**config.mk**
```make
export PLATFORM = sky130hd
export DESIGN_NAME = uart_buffered
export DESIGN_NICKNAME = d
export VERILOG_FILES = /design/src/rtl/uart_buffered.sv
export SDC_FILE = /design/constraint.sdc
export NUM_CORES = 1
export LEC_CHECK = 0
export BUFFER_PORTS_ARGS = -buffer_cell sky130_fd_sc_hd__buf_2
export CORE_MARGIN = 3
export CORE_UTILIZATION = 45
export DETAILED_ROUTE_END_ITERATION = 16
export GPL_ROUTABILITY_DRIVEN = 0
export SLEW_MARGIN = 10
export SYNTH_ARGS = -nofsm -noshare
export SYNTH_HDL_FRONTEND = slang
export SYNTH_SLANG_ARGS = --single-unit
```
**constraint.sdc**
```tcl
create_clock -name clk -period 5 [get_ports clk]
set_input_delay 0 -clock clk [delete_from_list [all_inputs] [get_ports clk]]
set_output_delay 0 -clock clk [all_outputs]
set_load 0.02 [all_outputs]
```
**src/rtl/uart_buffered.sv**
```systemverilog
// Buffered UART: TX/RX FIFOs around 8N1-style serial framing.
// Optional parity bit enabled by defining UART_PARITY_EN.
module uart_buffered #(
    parameter int CLK_DIV   = 434,
    parameter int DATA_BITS = 8,
    parameter int FIFO_AW   = 4,
    parameter int STOP_BITS = 1
`ifdef UART_PARITY_EN
    ,
    parameter int PARITY_ODD = 0
`endif
) (
    input  logic                 clk,
    input  logic                 rst,
    input  logic [DATA_BITS-1:0] tx_data,
    input  logic                 tx_wr,
    output logic                 tx_full,
    output logic                 tx_busy,
    output logic [DATA_BITS-1:0] rx_data,
    input  logic                 rx_rd,
    output logic                 rx_empty,
    output logic                 rx_overflow,
    output logic                 rx_frame_err,
    output logic                 rx_parity_err,
    output logic                 TX,
    input  logic                 RX
);

    localparam int DEPTH = 1 << FIFO_AW;
    localparam logic [FIFO_AW:0] FULL_CNT = (FIFO_AW+1)'(DEPTH);
    localparam logic [15:0] DIV_M1  = 16'(CLK_DIV - 1);
    localparam logic [15:0] HALF_M1 = 16'(CLK_DIV / 2 - 1);
    localparam logic [3:0]  LAST_DB = 4'(DATA_BITS - 1);
    localparam logic [3:0]  LAST_SB = 4'(STOP_BITS - 1);

    typedef enum logic [2:0] {
        S_IDLE, S_START, S_DATA, S_PARITY, S_STOP
    } state_t;

    logic [DATA_BITS-1:0] r_txf_mem [DEPTH];
    logic [FIFO_AW-1:0]   r_txf_wp, r_txf_rp;
    logic [FIFO_AW:0]     r_txf_cnt;
    logic                 w_tx_push, w_tx_pop;
    logic [DATA_BITS-1:0] w_tx_head;

    state_t               r_tx_st;
    logic [15:0]          r_tx_cnt;
    logic [3:0]           r_tx_bit;
    logic [DATA_BITS-1:0] r_tx_sh;
    logic                 r_tx;
`ifdef UART_PARITY_EN
    logic                 r_tx_par;
`endif

    assign tx_full   = (r_txf_cnt == FULL_CNT);
    assign w_tx_push = tx_wr && !tx_full;
    assign w_tx_pop  = (r_tx_st == S_IDLE) && (r_txf_cnt != '0);
    assign w_tx_head = r_txf_mem[r_txf_rp];
    assign tx_busy   = (r_txf_cnt != '0) || (r_tx_st != S_IDLE);
    assign TX        = r_tx;

    always_ff @(posedge clk) begin
        if (w_tx_push) r_txf_mem[r_txf_wp] <= tx_data;
    end

    always_ff @(posedge clk) begin
        if (rst) begin
            r_txf_wp  <= '0;
            r_txf_rp  <= '0;
            r_txf_cnt <= '0;
        end else begin
            if (w_tx_push) r_txf_wp <= r_txf_wp + 1'b1;
            if (w_tx_pop)  r_txf_rp <= r_txf_rp + 1'b1;
            if (w_tx_push && !w_tx_pop)      r_txf_cnt <= r_txf_cnt + 1'b1;
            else if (!w_tx_push && w_tx_pop) r_txf_cnt <= r_txf_cnt - 1'b1;
        end
    end

    always_ff @(posedge clk) begin
        if (rst) begin
            r_tx_st  <= S_IDLE;
            r_tx_cnt <= '0;
            r_tx_bit <= '0;
            r_tx_sh  <= '0;
            r_tx     <= 1'b1;
`ifdef UART_PARITY_EN
            r_tx_par <= 1'b0;
`endif
        end else begin
            case (r_tx_st)
                S_IDLE: begin
                    r_tx     <= 1'b1;
                    r_tx_cnt <= '0;
                    if (w_tx_pop) begin
                        r_tx_sh <= w_tx_head;
                        r_tx    <= 1'b0;
                        r_tx_st <= S_START;
`ifdef UART_PARITY_EN
                        r_tx_par <= (^w_tx_head) ^ (PARITY_ODD != 0);
`endif
                    end
                end
                S_START: begin
                    if (r_tx_cnt == DIV_M1) begin
                        r_tx_cnt <= '0;
                        r_tx_bit <= '0;
                        r_tx     <= r_tx_sh[0];
                        r_tx_st  <= S_DATA;
                    end else r_tx_cnt <= r_tx_cnt + 1'b1;
                end
                S_DATA: begin
                    if (r_tx_cnt == DIV_M1) begin
                        r_tx_cnt <= '0;
                        if (r_tx_bit == LAST_DB) begin
                            r_tx_bit <= '0;
`ifdef UART_PARITY_EN
                            r_tx    <= r_tx_par;
                            r_tx_st <= S_PARITY;
`else
                            r_tx    <= 1'b1;
                            r_tx_st <= S_STOP;
`endif
                        end else begin
                            r_tx_bit <= r_tx_bit + 1'b1;
                            r_tx_sh  <= r_tx_sh >> 1;
                            r_tx     <= r_tx_sh[1];
                        end
                    end else r_tx_cnt <= r_tx_cnt + 1'b1;
                end
                S_PARITY: begin
                    if (r_tx_cnt == DIV_M1) begin
                        r_tx_cnt <= '0;
                        r_tx     <= 1'b1;
                        r_tx_st  <= S_STOP;
                    end else r_tx_cnt <= r_tx_cnt + 1'b1;
                end
                S_STOP: begin
                    if (r_tx_cnt == DIV_M1) begin
                        r_tx_cnt <= '0;
                        if (r_tx_bit == LAST_SB) r_tx_st <= S_IDLE;
                        else r_tx_bit <= r_tx_bit + 1'b1;
                    end else r_tx_cnt <= r_tx_cnt + 1'b1;
                end
                default: r_tx_st <= S_IDLE;
            endcase
        end
    end

    logic                 r_rx_s1, r_rx_s2, r_rx_s3;
    state_t               r_rx_st;
    logic [15:0]          r_rx_cnt;
    logic [3:0]           r_rx_bit;
    logic [DATA_BITS-1:0] r_rx_sh;
    logic                 r_rx_push, r_rx_ferr;
`ifdef UART_PARITY_EN
    logic                 r_rx_pbad, r_rx_perr;
`endif

    always_ff @(posedge clk) begin
        if (rst) begin
            r_rx_s1 <= 1'b1;
            r_rx_s2 <= 1'b1;
            r_rx_s3 <= 1'b1;
        end else begin
            r_rx_s1 <= RX;
            r_rx_s2 <= r_rx_s1;
            r_rx_s3 <= r_rx_s2;
        end
    end

    // Edge detect in IDLE also holds off re-arming while the line stays low.
    always_ff @(posedge clk) begin
        if (rst) begin
            r_rx_st   <= S_IDLE;
            r_rx_cnt  <= '0;
            r_rx_bit  <= '0;
            r_rx_sh   <= '0;
            r_rx_push <= 1'b0;
            r_rx_ferr <= 1'b0;
`ifdef UART_PARITY_EN
            r_rx_pbad <= 1'b0;
            r_rx_perr <= 1'b0;
`endif
        end else begin
            r_rx_push <= 1'b0;
            r_rx_ferr <= 1'b0;
`ifdef UART_PARITY_EN
            r_rx_perr <= 1'b0;
`endif
            case (r_rx_st)
                S_IDLE: begin
                    r_rx_cnt <= '0;
                    if (r_rx_s3 && !r_rx_s2) r_rx_st <= S_START;
                end
                S_START: begin
                    if (r_rx_cnt == HALF_M1) begin
                        r_rx_cnt <= '0;
                        r_rx_bit <= '0;
                        r_rx_st  <= r_rx_s2 ? S_IDLE : S_DATA;
                    end else r_rx_cnt <= r_rx_cnt + 1'b1;
                end
                S_DATA: begin
                    if (r_rx_cnt == DIV_M1) begin
                        r_rx_cnt <= '0;
                        r_rx_sh  <= {r_rx_s2, r_rx_sh[DATA_BITS-1:1]};
                        if (r_rx_bit == LAST_DB) begin
                            r_rx_bit <= '0;
`ifdef UART_PARITY_EN
                            r_rx_st <= S_PARITY;
`else
                            r_rx_st <= S_STOP;
`endif
                        end else r_rx_bit <= r_rx_bit + 1'b1;
                    end else r_rx_cnt <= r_rx_cnt + 1'b1;
                end
                S_PARITY: begin
                    if (r_rx_cnt == DIV_M1) begin
                        r_rx_cnt <= '0;
                        r_rx_st  <= S_STOP;
`ifdef UART_PARITY_EN
                        r_rx_pbad <= r_rx_s2 ^ (^r_rx_sh) ^ (PARITY_ODD != 0);
`endif
                    end else r_rx_cnt <= r_rx_cnt + 1'b1;
                end
                S_STOP: begin
                    if (r_rx_cnt == DIV_M1) begin
                        r_rx_cnt <= '0;
                        r_rx_st  <= S_IDLE;
                        if (!r_rx_s2) r_rx_ferr <= 1'b1;
`ifdef UART_PARITY_EN
                        else if (r_rx_pbad) r_rx_perr <= 1'b1;
`endif
                        else r_rx_push <= 1'b1;
                    end else r_rx_cnt <= r_rx_cnt + 1'b1;
                end
                default: r_rx_st <= S_IDLE;
            endcase
        end
    end

    logic [DATA_BITS-1:0] r_rxf_mem [DEPTH];
    logic [FIFO_AW-1:0]   r_rxf_wp, r_rxf_rp;
    logic [FIFO_AW:0]     r_rxf_cnt;
    logic                 r_rx_ovf;
    logic                 w_rx_full, w_rx_pop, w_rx_wr;

    assign rx_empty  = (r_rxf_cnt == '0);
    assign w_rx_full = (r_rxf_cnt == FULL_CNT);
    assign w_rx_pop  = rx_rd && !rx_empty;
    assign w_rx_wr   = r_rx_push && (!w_rx_full || w_rx_pop);
    assign rx_data   = rx_empty ? '0 : r_rxf_mem[r_rxf_rp];
    assign rx_overflow  = r_rx_ovf;
    assign rx_frame_err = r_rx_ferr;
`ifdef UART_PARITY_EN
    assign rx_parity_err = r_rx_perr;
`else
    assign rx_parity_err = 1'b0;
`endif

    always_ff @(posedge clk) begin
        if (w_rx_wr) r_rxf_mem[r_rxf_wp] <= r_rx_sh;
    end

    always_ff @(posedge clk) begin
        if (rst) begin
            r_rxf_wp  <= '0;
            r_rxf_rp  <= '0;
            r_rxf_cnt <= '0;
            r_rx_ovf  <= 1'b0;
        end else begin
            if (w_rx_wr)  r_rxf_wp <= r_rxf_wp + 1'b1;
            if (w_rx_pop) r_rxf_rp <= r_rxf_rp + 1'b1;
            if (w_rx_wr && !w_rx_pop)      r_rxf_cnt <= r_rxf_cnt + 1'b1;
            else if (!w_rx_wr && w_rx_pop) r_rxf_cnt <= r_rxf_cnt - 1'b1;
            if (w_rx_pop) r_rx_ovf <= 1'b0;
            else if (r_rx_push && w_rx_full) r_rx_ovf <= 1'b1;
        end
    end

endmodule

```
==> impl_metrics.csv <==
group,metric,value,unit
floorplan,initial_core_util,45.9,%
power,p_leak,5.56,nW
power,power_frac_seq,44.1,%
synthesis,synthXorXnorAreaFrac,1.57,%
synthesis,syn-num-nets,1103,
clocking,cts_buffers,39,
clocking,clk_path_buf_depth,3,
floorplan,io_pins,28,
synthesis,synth-compound-area-share,5.67,%
sta,fin_crit_sh,79.1,%
synthesis,synth_top_area_share,51.2,%
critical_path,start_kind,"flop",
worst_hold_path,min_from,"tx_wr",
clocking,post_cts_buffers,0,
synthesis,synth_common_cells,"256 x edfxtp_1, 103 x dfxtp_1, 102 x nor2_1",
critical_path,crit_path_end_kind,"flop",
synthesis,synth-adder-area-share,2.52,%
critical_path,cp_common_cell,"ha_1",
critical_path,path_buf_inv,2,
detailed_routing,ant_nets,0,
grt,grt_overflow,0,
critical_path,crit_start,"r_tx_st[1]",
layout,fill_cells,2748,
power,p_switching,0.00211,W
detailed_routing,drt_iter0_markers,548,
synthesis,synth_cell_type_count,60,
critical_path,crit_fanout,15,
power,power_density,457,mW/mm²
layout,fin_area,0.0170,mm²
grt,grt_pass1_wl,46.2,mm
layout,syn_to_final_growth,13.0,%
synthesis,synth.most_common_cell,"edfxtp_1",
critical_path,rr_worst_depth,12,
critical_path,crit_chain,"or2_2, nor3_2, clkinv_1, ha_1, inv_1, ha_1, nor2b_1, o21a_1, or3_1, a21oi_1, xnor2_1, nor2_1",
sta,setup_viol,0,
detailed_routing,wire_per_inst,18.0,µm
floorplan,die_y,189,µm
synthesis,synth_top_family_by_area,"simple AND/OR/NAND/NOR gates",
worst_hold_path,hold_path.class,"input port to flop",
power,swShare,27.2,%
critical_path,r2r-end,"r_txf_cnt[4]",
power,irDropWorstVdd,0.324,mV
grt,antenna_found_initial,0,
job,cap_viol_max_count,0,
sta,max_clock_freq,253,MHz
detailed_routing,route.detailed.drc,0,
placed_design,placed_cells,1486,
layout,multi_input_area,0.00496,mm²
synthesis,synth_warnings,0,
placed_design,dp_hpwl,18.1,mm
clocking,ctsResizeCount,0,
detailed_routing,drt-total-wl,28.3,mm
layout,stdcell_count,1569,
power,clockPowerShare,36.8,%
layout,final_nets,1138,
layout,antennaDiodeCount,0,
synthesis,netlist_instances,1061,
clocking,postCtsHoldBufs,11,
placed_design,post_dp_cell_area,0.0156,mm²
floorplan,dieWidth,189,µm
sta,slew_viol_final,0,
critical_path,max_stage_delay,0.73,ns
critical_path,cpMaxStageDelayCell,"nor3_2",
worst_hold_path,worstHoldPathCells,4,
layout,drive_above_1_share,16.9,%
clocking,clockRootBuffer,"clkbuf_16",
clocking,cts.clk_slew.worst_paths,0.06,ns
power,p_comb_share,19.1,%
critical_path,rrSetupSlack,1.04,ns
detailed_routing,vias,8425,
critical_path,path_delay_family,"simple AND/OR/NAND/NOR gates",
power,p_int,0.00565,W
worst_hold_path,hold_end,"r_txf_wp[0]",
synthesis,syn_area_per_cell,14.2,µm²
sta,relSlewSlack,37.5,%
synthesis,syn_area,0.0150,mm²
synthesis,synthTopCellsByArea,"edfxtp_1 51%, dfxtp_1 14%, mux4_2 11%",
clocking,worstSkewPairLatency,0.53,ns
synthesis,synth_edf_count,256,
sta,worst_pin_slew,0.932,ns
clocking,cts_sinks,359,
floorplan,die_area,0.0356,mm²
grt,track_usage,16.1,%
floorplan,core_area,0.0327,mm²
clocking,cts.htree.levels,2,
sta,rsz0062_at_grt,"false",
critical_path,arrival,4.34,ns
placed_design,portBuffers,26,
synthesis,synth-async-reset-ratio,0,%
critical_path,crit-reg2reg-launch,"r_tx_st[1]",
synthesis,ys_ff_latch,359,
grt,grt_max_degree,57,
sta,setup_tns,0,ns
critical_path,critPathKind,"flop to flop",
critical_path,crit_required,5.38,ns
synthesis,synth_flop_cell,"edfxtp_1",
detailed_routing,routed_via_density,5.37,
synthesis,synthSimpleGateAreaFrac,11.6,%
placed_design,pre_cts_ws,1.07,ns
sta,report.final.hold_viol_count,0,
synthesis,yosysTopAreaCell,"edfxtp_1",
detailed_routing,detail_route.first_pass.iterations,4,
sta,fin_crit,3.96,ns
sta,fin_ws,1.04,ns
clocking,tritoncts,"built",
synthesis,ys_seq_area_share,64.9,%
synthesis,synth.area.mux_share,11.6,%
outcome,outcome,"complete, no violations",
floorplan,rows,66,
layout,regArea,0.00975,mm²
sta,fin_worst_skew,0.0234,ns
grt,grt_pass1_vias,8629,
placed cells by master, fill, tap and decap left out, types with 5 or more instances in the layout:
cell and n:
a211oi_1 7, inv_1 21, clkbuf_16 41, a22o_1 6, dlygate4sd3_1 11, or3b_2 5
nand2_1 70, a31oi_1 11, dfxtp_1 101, nor2b_1 29, xor2_1 16, o21ai_0 37
or4_1 5, buf_2 26, clkbuf_1 7, nand3_1 17, a21oi_1 59, clkinv_1 6
nor3_1 22, clkinv_2 9, nand4_1 12, edfxtp_1 256, or2_2 7, o31ai_1 5
xnor2_1 11, mux4_2 73, ha_1 27, and3_1 9, and2_1 20, nor4_1 10
mux2i_1 10, nand2b_1 10, buf_4 10, nor2_1 102
kinds of logic after synthesis:
logic type,Yosys count
and+or+nand+nor,341
other,1
xor gates and xnor gates,27
AOI/OAI and AO/OA,145
muxes,83
adders and majority gates,29
buffers and inverters,76
DFF,359
area by class of cell:
cell class                      count  area share (%)
Clock buffer                       49            6.28
Clock inverter                     23            1.39
Inverter                           23           0.509
Multi-Input combinational cell    626            29.2
Sequential cell                   359            57.5
Tap cell                          442            3.26
Timing Repair Buffer               47            1.86
sequential cells by signal, indices dropped and copies added, names as in the netlist, named ones only:
signal and cells:
r_rx_s2 1, r_rx_s3 1, r_txf_wp 4, r_rxf_mem 128, rx_overflow 1, r_rx_s1 1
r_rx_sh 8, r_txf_mem 128, r_rx_cnt 16, r_rx_st 3, r_tx_st 3, r_tx_cnt 16
r_rx_bit 4, r_tx_bit 4, r_rxf_wp 4, r_txf_cnt 5, r_txf_rp 4, r_rxf_rp 4
TX 1, r_rxf_cnt 5, rx_frame_err 1, r_tx_sh 8, r_rx_push 1
worst reg2reg max path: cells and delay by family, from the launching register on:
family / cells / cell delay (ns)
AOI/OAI and AO/OA: 2 / 0.38
xor gates and xnor gates: 1 / 0.13
adders and majority gates: 2 / 0.64
buffers and inverters: 2 / 0.64
DFF: 1 / 0.41
and+or+nand+nor: 5 / 1.65
power groups by stage:
stage / combinational, W / sequential, W / clock, W
after floorplan: 0.00119 / 0.00341 / 0
after global placement: 0.00147 / 0.00349 / 0
after detailed placement: 0.00149 / 0.00349 / 0
after CTS: 0.00150 / 0.00343 / 0.00295
after global routing: 0.00165 / 0.00345 / 0.00308
final: 0.00148 / 0.00342 / 0.00286
stage by stage:
step / utilization (%) / hold slack (ns) / total power (W)
CTS: 51.9 / 0.0633 / 0.00788
finish: 51.9 / 0.0857 / 0.00776
global route: 51.9 / 0.122 / 0.00818
floorplan: - / 0.0989 / 0.00460
global placement: 47.6 / 0.260 / 0.00495
detailed placement: 47.6 / 0.259 / 0.00498
layer usage:
metal,part of all wire [%],routed length (µm),vias up,GRT usage (%)
met3,3.5,995,41,2.73
met2,48,13600,121,26.7
li1,-,-,4079,-
met5,0,0,-,0
met4,1.8,518,0,4.18
met1,46,13200,4184,22.4
worst max-delay path by stage:
stage,cells after the start,end
final,12,r_txf_cnt[4]
after detailed placement,12,r_txf_cnt[4]
after CTS,12,r_txf_cnt[4]
after global routing,12,r_txf_cnt[4]
after global placement,12,r_txf_cnt[4]
after floorplan,14,r_txf_cnt[4]
No activity file was read; power rests on OpenSTA's default activity.
